--- src/rtl/rv_pkg.sv ---
// rv_pkg: shared RV32I opcodes, immediate formats and the decoded bundle reused by execute
package rv_pkg;
  localparam int XLEN = 32;
  localparam logic [6:0] OP_LUI    = 7'b0110111;
  localparam logic [6:0] OP_AUIPC  = 7'b0010111;
  localparam logic [6:0] OP_JAL    = 7'b1101111;
  localparam logic [6:0] OP_JALR   = 7'b1100111;
  localparam logic [6:0] OP_BRANCH = 7'b1100011;
  localparam logic [6:0] OP_LOAD   = 7'b0000011;
  localparam logic [6:0] OP_STORE  = 7'b0100011;
  localparam logic [6:0] OP_OPIMM  = 7'b0010011;
  localparam logic [6:0] OP_OP     = 7'b0110011;
  localparam logic [6:0] OP_MISC   = 7'b0001111;
  localparam logic [6:0] OP_SYSTEM = 7'b1110011;
  typedef enum logic [2:0] {IMM_NONE, IMM_I, IMM_S, IMM_B, IMM_U, IMM_J} imm_fmt_e;
  typedef struct packed {
    logic [XLEN-1:0] pc;
    logic [XLEN-1:0] rs1_value;
    logic [XLEN-1:0] rs2_value;
    logic [XLEN-1:0] imm;
    logic [4:0]      rd_addr;
    logic            rd_wen;
    logic [6:0]      opcode;
    logic [2:0]      funct3;
    logic            funct7_b5;
    logic            illegal;
  } decode_bundle_t;
  function automatic imm_fmt_e imm_fmt(input logic [6:0] op);
    case (op)
      OP_LUI, OP_AUIPC: return IMM_U;
      OP_JAL:           return IMM_J;
      OP_BRANCH:        return IMM_B;
      OP_STORE:         return IMM_S;
      OP_JALR, OP_LOAD, OP_OPIMM, OP_MISC, OP_SYSTEM: return IMM_I;
      default:          return IMM_NONE;
    endcase
  endfunction
endpackage

--- src/rtl/decode_imm_gen.sv ---
// decode_imm_gen: combinational RV32I immediate extraction, zero for illegal opcodes
module decode_imm_gen import rv_pkg::*; (
  input  logic [XLEN-1:0] instr,
  output logic [XLEN-1:0] imm
);
  imm_fmt_e fmt;
  logic [19:0] sx;
  assign fmt = imm_fmt(instr[6:0]);
  assign sx = {20{instr[31]}};
  always_comb
    imm = fmt == IMM_I ? {sx, instr[31:20]} :
          fmt == IMM_S ? {sx, instr[31:25], instr[11:7]} :
          fmt == IMM_B ? {sx[18:0], instr[31], instr[7], instr[30:25], instr[11:8], 1'b0} :
          fmt == IMM_U ? {instr[31:12], 12'h000} :
          fmt == IMM_J ? {sx[10:0], instr[31], instr[19:12], instr[20], instr[30:21], 1'b0} : '0;
endmodule

--- src/rtl/decode_stage.sv ---
// decode_stage: RV32I decode with registered bundle; DECODE_SCOREBOARD_EN adds a RAW/WAW interlock
module decode_stage import rv_pkg::*; (
  input  logic            clk,
  input  logic            rst_n,
  input  logic            in_valid,
  output logic            in_ready,
  input  logic [XLEN-1:0] in_instr,
  input  logic [XLEN-1:0] in_pc,
  input  logic            flush,
  output logic [4:0]      rs1_addr,
  output logic [4:0]      rs2_addr,
  input  logic [XLEN-1:0] rs1_value,
  input  logic [XLEN-1:0] rs2_value,
  output logic            out_valid,
  input  logic            out_ready,
  output logic [XLEN-1:0] out_pc,
  output logic [XLEN-1:0] out_rs1_value,
  output logic [XLEN-1:0] out_rs2_value,
  output logic [XLEN-1:0] out_imm,
  output logic [4:0]      out_rd_addr,
  output logic            out_rd_wen,
  output logic [6:0]      out_opcode,
  output logic [2:0]      out_funct3,
  output logic            out_funct7_b5,
  output logic            out_illegal,
  input  logic            wb_valid,
  input  logic [4:0]      wb_rd_addr
);
  logic [6:0] op;
  logic [4:0] rd;
  logic [XLEN-1:0] imm;
  logic legal, rd_wen, hazard, capture;
  decode_bundle_t q, nxt;
  assign op = in_instr[6:0];
  assign rd = in_instr[11:7];
  assign rs1_addr = in_instr[19:15];
  assign rs2_addr = in_instr[24:20];
  assign legal = imm_fmt(op) != IMM_NONE || op == OP_OP;
  assign rd_wen = op inside {OP_LUI, OP_AUIPC, OP_JAL, OP_JALR, OP_LOAD, OP_OPIMM, OP_OP} && rd != 5'd0;
  decode_imm_gen u_imm (.instr(in_instr), .imm(imm));
`ifdef DECODE_SCOREBOARD_EN
  logic rs1_used, rs2_used;
  logic [31:0] busy, pend, set_mask, clr_mask;
  assign rs1_used = op inside {OP_JALR, OP_BRANCH, OP_LOAD, OP_STORE, OP_OPIMM, OP_OP};
  assign rs2_used = op inside {OP_BRANCH, OP_STORE, OP_OP};
  // the held bundle has not issued yet, so its rd is pending without a busy bit
  assign pend = busy | (out_valid && q.rd_wen ? 32'd1 << q.rd_addr : 32'd0);
  assign hazard = (rs1_used && pend[rs1_addr]) || (rs2_used && pend[rs2_addr]) || (rd_wen && pend[rd]);
  assign set_mask = out_valid && out_ready && q.rd_wen && !flush ? 32'd1 << q.rd_addr : 32'd0;
  assign clr_mask = wb_valid ? 32'd1 << wb_rd_addr : 32'd0;
  always_ff @(posedge clk or negedge rst_n)
    if (!rst_n) busy <= '0;
    else busy <= ((busy & ~clr_mask) | set_mask) & ~32'd1;
`else
  logic unused_wb;
  assign unused_wb = ^{wb_valid, wb_rd_addr};
  assign hazard = 1'b0;
`endif
  assign in_ready = !flush && !hazard && (!out_valid || out_ready);
  assign capture = in_valid && in_ready;
  always_comb
    nxt = '{pc: in_pc, rs1_value: rs1_value, rs2_value: rs2_value, imm: imm,
            rd_addr: rd, rd_wen: rd_wen, opcode: op, funct3: in_instr[14:12],
            funct7_b5: in_instr[30], illegal: !legal};
  always_ff @(posedge clk or negedge rst_n)
    if (!rst_n) begin
      out_valid <= 1'b0;
      q <= '0;
    end else if (flush) out_valid <= 1'b0;
    else if (capture) begin
      out_valid <= 1'b1;
      q <= nxt;
    end else if (out_ready) out_valid <= 1'b0;
  assign out_pc = q.pc;
  assign out_rs1_value = q.rs1_value;
  assign out_rs2_value = q.rs2_value;
  assign out_imm = q.imm;
  assign out_rd_addr = q.rd_addr;
  assign out_rd_wen = q.rd_wen;
  assign out_opcode = q.opcode;
  assign out_funct3 = q.funct3;
  assign out_funct7_b5 = q.funct7_b5;
  assign out_illegal = q.illegal;
endmodule
--- config.mk ---
export PLATFORM = sky130hd
export DESIGN_NAME = decode_stage
export DESIGN_NICKNAME = d
export VERILOG_FILES = /design/src/rtl/rv_pkg.sv /design/src/rtl/decode_imm_gen.sv /design/src/rtl/decode_stage.sv
export SDC_FILE = /design/constraint.sdc
export NUM_CORES = 1
export LEC_CHECK = 0
export CAP_MARGIN = 20
export CORE_MARGIN = 1
export CORE_UTILIZATION = 46
export CTS_BUF_LIST = sky130_fd_sc_hd__clkbuf_8
export CTS_CLUSTER_DIAMETER = 150
export DETAILED_ROUTE_END_ITERATION = 7
export GPL_TIMING_DRIVEN = 0
export HOLD_SLACK_MARGIN = 0.12
export PLACE_DENSITY = 0.89
export SKIP_CTS_REPAIR_TIMING = 1
export SLEW_MARGIN = 20
export SYNTH_ARGS = -nofsm -noshare
export SYNTH_HDL_FRONTEND = slang
export SYNTH_HIERARCHICAL = 1
export SYNTH_SLANG_ARGS = --single-unit
--- constraint.sdc ---
create_clock -name clk -period 3.55 [get_ports clk]
set_clock_uncertainty 0.15 [all_clocks]
set_input_delay 1.065 -clock clk [delete_from_list [all_inputs] [get_ports clk]]
set_output_delay 1.065 -clock clk [all_outputs]
set_load 0.1 [all_outputs]
==> out/summary.md <==
The flow ran to the end, and the final reports show no timing, DRC or antenna violations. The initial cell density of the core is 47.4%, and the fraction of final layout cells sized beyond drive strength 1 is 30.3%. Startpoint class of the critical path: a primary input.

The startpoint identified for the worst hold timing path is out_imm[4]. In the final layout, the multi-input gates occupy 2310 um2. The H-tree generated during clock tree synthesis spans 4 levels. Routed wire length: 17700 um. The layout filler cell count came out at 897. The pin count of the biggest net entering global routing is 79. The worst setup path is of the primary input to output pin kind. The antenna diode count was 0.

Based on the critical path, the design can be clocked at up to 0.291 GHz. Once detail routing completed, the nets flagged for antenna violations numbered 0. The worst register-to-register path begins at out_valid. The Yosys step of the flow raised 6 warnings. The worst pin sits at a relative slew slack of 26.2%. The run gives 42 as the site row count.

STA classifies the critical path endpoint as an output pin. Each instance of the synthesized netlist takes up on average 14.7 um2. Setup repair after global routing left no endpoint under its margin.

Across the run, the number of max-cap violations was 0. In this run, synthesis inferred 0 flip-flops with an integrated enable. The worst stage delay on the critical path was 0.58 ns.

The number of max-slew violations in the final report came out at 0. At the end of the flow the core is filled with cells to 73.6%. Synthesis inferred 147 register bits. In the final routed layout, each cell accounts on average for 19.1 um.

Synthesis produced a netlist with a net count of 568. The first-pass GRT wire length was 27900 um. The clock latency on the worst-skew pair was 0.44 ns.

For this design the ratio of total power to cell area is 634 nW/um2. In this run, placement finished with an instance count of 896. The number of clock sinks was 147; the share of the cycle needed by the critical path after routing was 97.0%. The run gives 926 as the count of placed standard cells in the final layout, fillers left out.

The tools report the routability congestion estimate as 0.847. Number of clock buffers inserted by TritonCTS: 17. The root buffer cell chosen for the clock tree is clkbuf_8.

The tools report the overflow left after global routing as 0. Counting I/O delays and the setup requirement, the final critical path takes 3.44 ns. In the routed layout, each cell is associated on average with a via count of 5.17. The tools report the via count of the first global-routing pass as 5283. Type of the most critical hold path: flip-flop to flip-flop. The run gives 0 as the final number of hold-violating endpoints. The dominant synthesized flop cell was dfrtp_1. Launch point of the critical path: in_instr[21].

Clock-pin slew was measured on the worst setup and hold paths at 0.06 ns. The logs give 175 for the detailed router's first-iteration violation count and 2.23 ns for the data arrival time of the critical path. The tools report the number of top-level design ports as 297. In the routed design, unresolved DRC markers number 0.

The number of distinct library cell variants in the gate-level netlist after synthesis came out at 43. TritonCTS built the clock tree. The maximum fanout count along the critical path is 3. Peak supply drop: 557 uV.

The width of the chip works out to 119 um. Synthesis produced 429 cells. Relative to the synthesized area, the layout overhead comes to 55.2%.

Across the whole layout, storage elements account for 3680 um2. The buffer levels on the longest clock path was 2. Total routing usage reported by global routing: 26.1%. The run gives 0 as the number of antenna violations at the first check in global routing. Summed over all cells, the static leakage comes to 4.22 nW.

The floorplan die area is 14200 um2, and the cell area after synthesis is 6300 um2. Walking the worst path, the cells encountered are clkdlybuf4s50_1 > buf_4 > clkbuf_2. For this design, the slowest cell found on the critical path is clkdlybuf4s50_1. Data on the critical path is required at its endpoint by 2.33 ns. For the half-perimeter wire length after placement, the log shows 13400 um. The floorplan step set the die height to 119 um.

The number of endpoints failing setup at the final stage was 0; the placeable core region was 13300 um2. Of all flip-flops after synthesis, the portion carrying an async set or reset was 100%. Number of buffer cells added on primary ports: 290. The via count of the routed design was 4790.

Summing the sequential cell areas from Yosys gives 58.3% of the chip area. The first detailed-routing pass took 4 iterations. The slew at the pin closest to its max-slew limit is 1.10 ns, and the net count reported at finish is 878.
path summary, 6_finish.rpt:
path / cells past startpoint / slack, ns / to
max: 3 / 0.11 / rs2_addr[1]
min reg2reg: 1 / 0.36 / out_imm[4]
max in group asynchronous: 2 / 2.06 / out_rs2_value[19]
min in group asynchronous: 1 / 0.44 / out_opcode[3]
min: 1 / 0.36 / out_imm[4]
max reg2reg: 5 / 1.72 / out_imm[31]
state kept, by name (all words and copies together), names as in the netlist:
signal	cells
out_rd_wen	1
out_valid	1
out_illegal	1
out_opcode	7
out_imm	32
out_pc	32
out_funct3	3
out_rs1_value	32
out_rs2_value	32
out_funct7_b5	1
out_rd_addr	5
cell usage after synthesis (2+ instances only):
| cell | n | area (um2) |
|---|---|---|
| nor3b_1 | 3 | 22.5 |
| and3b_1 | 3 | 26.3 |
| nor2_1 | 9 | 33.8 |
| mux2_2 | 144 | 1620 |
| dfrtp_1 | 147 | 3680 |
| nand2_1 | 11 | 41.3 |
| o21ai_1 | 11 | 55.1 |
| nor2b_1 | 3 | 18.8 |
| buf_6 | 16 | 180 |
| a21o_1 | 12 | 90.1 |
| nor3_1 | 2 | 10.0 |
| buf_2 | 6 | 30.0 |
| o21bai_1 | 2 | 15.0 |
| a31oi_2 | 2 | 25.0 |
| o21a_1 | 2 | 15.0 |
| o21ai_0 | 2 | 10.0 |
| a22o_1 | 4 | 35.0 |
| and2_1 | 7 | 43.8 |
| buf_4 | 11 | 82.6 |
| inv_1 | 3 | 11.3 |
| a21oi_1 | 6 | 30.0 |
| nand3_1 | 2 | 10.0 |
cell families after synthesis:
| family | after synthesis | synth area share (%) |
|---|---|---|
| AO/OA/AOI/OAI | 51 | 5.95 |
| multiplexers | 144 | 25.7 |
| buffers and inverters | 38 | 5.12 |
| AND/OR/NAND/NOR | 48 | 4.72 |
| XOR/XNOR | 1 | 0.139 |
| flip-flops | 147 | 58.3 |
area by class of cell:
type / instances / share of cell area, %
Timing Repair Buffer: 291 / 29.4
Inverter: 3 / 0.115
Multi-Input combinational cell: 244 / 23.6
Clock inverter: 9 / 0.920
Buffer: 35 / 3.18
Clock buffer: 21 / 2.95
Sequential cell: 147 / 37.6
Tap cell: 176 / 2.25
layout by cell type (no fill, tap or decap), drive strengths merged:
master	count
o32a	1
nor4bb	1
nand3	3
a31oi	2
nor2	9
nand4b	1
o21bai	2
or4	2
clkbuf	33
nand2	11
a32o	1
o22a	1
o22ai	1
nor3b	4
xor2	1
nor2b	4
mux2	144
or3b	1
o32ai	1
a22o	4
and2	7
clkinv	3
a21o	12
a32oi	1
clkdlybuf4s50	278
dfrtp	147
a211oi	1
bufinv	2
a22oi	1
inv	7
o21ai	13
a21oi	7
and3b	3
nor3	2
a2bb2oi	1
buf	36
o21a	2
worst max-delay path: cells and delay by family:
kind	cells	cell delay, ns
buffers and inverters	3	1.16
power by group:
group,internal (mW),total [mW],switching (mW)
Sequential,1.91,2.03,0.126
Clock,0.678,1.27,0.588
Combinational,0.758,2.90,2.15
layer usage:
metal,global-route usage (%),vias to the layer above,routed length [um]
li1,-,2136,-
met1,29.7,2426,6720
met2,45.4,196,9310
met3,7.90,32,1190
met4,11.2,0,476
met5,0,-,0
per-stage QoR:
stage                     worst slack, ns  TNS, ns  power, mW  instance area (um2)  hold WS [ns]
final                               0.108        0       6.20                 9790         0.356
after global routing               0.0903        0       6.39                 9790         0.376
after CTS                          -0.562    -5.52       6.26                 9840         0.361
after detailed placement           -0.573    -5.53       4.98                 9460         0.345
after global placement              -4.37  -646.74       4.93                 9430         0.338
after floorplan                     0.452        0       4.17                 6310         0.619
No activity file was read; power rests on OpenSTA's default activity.
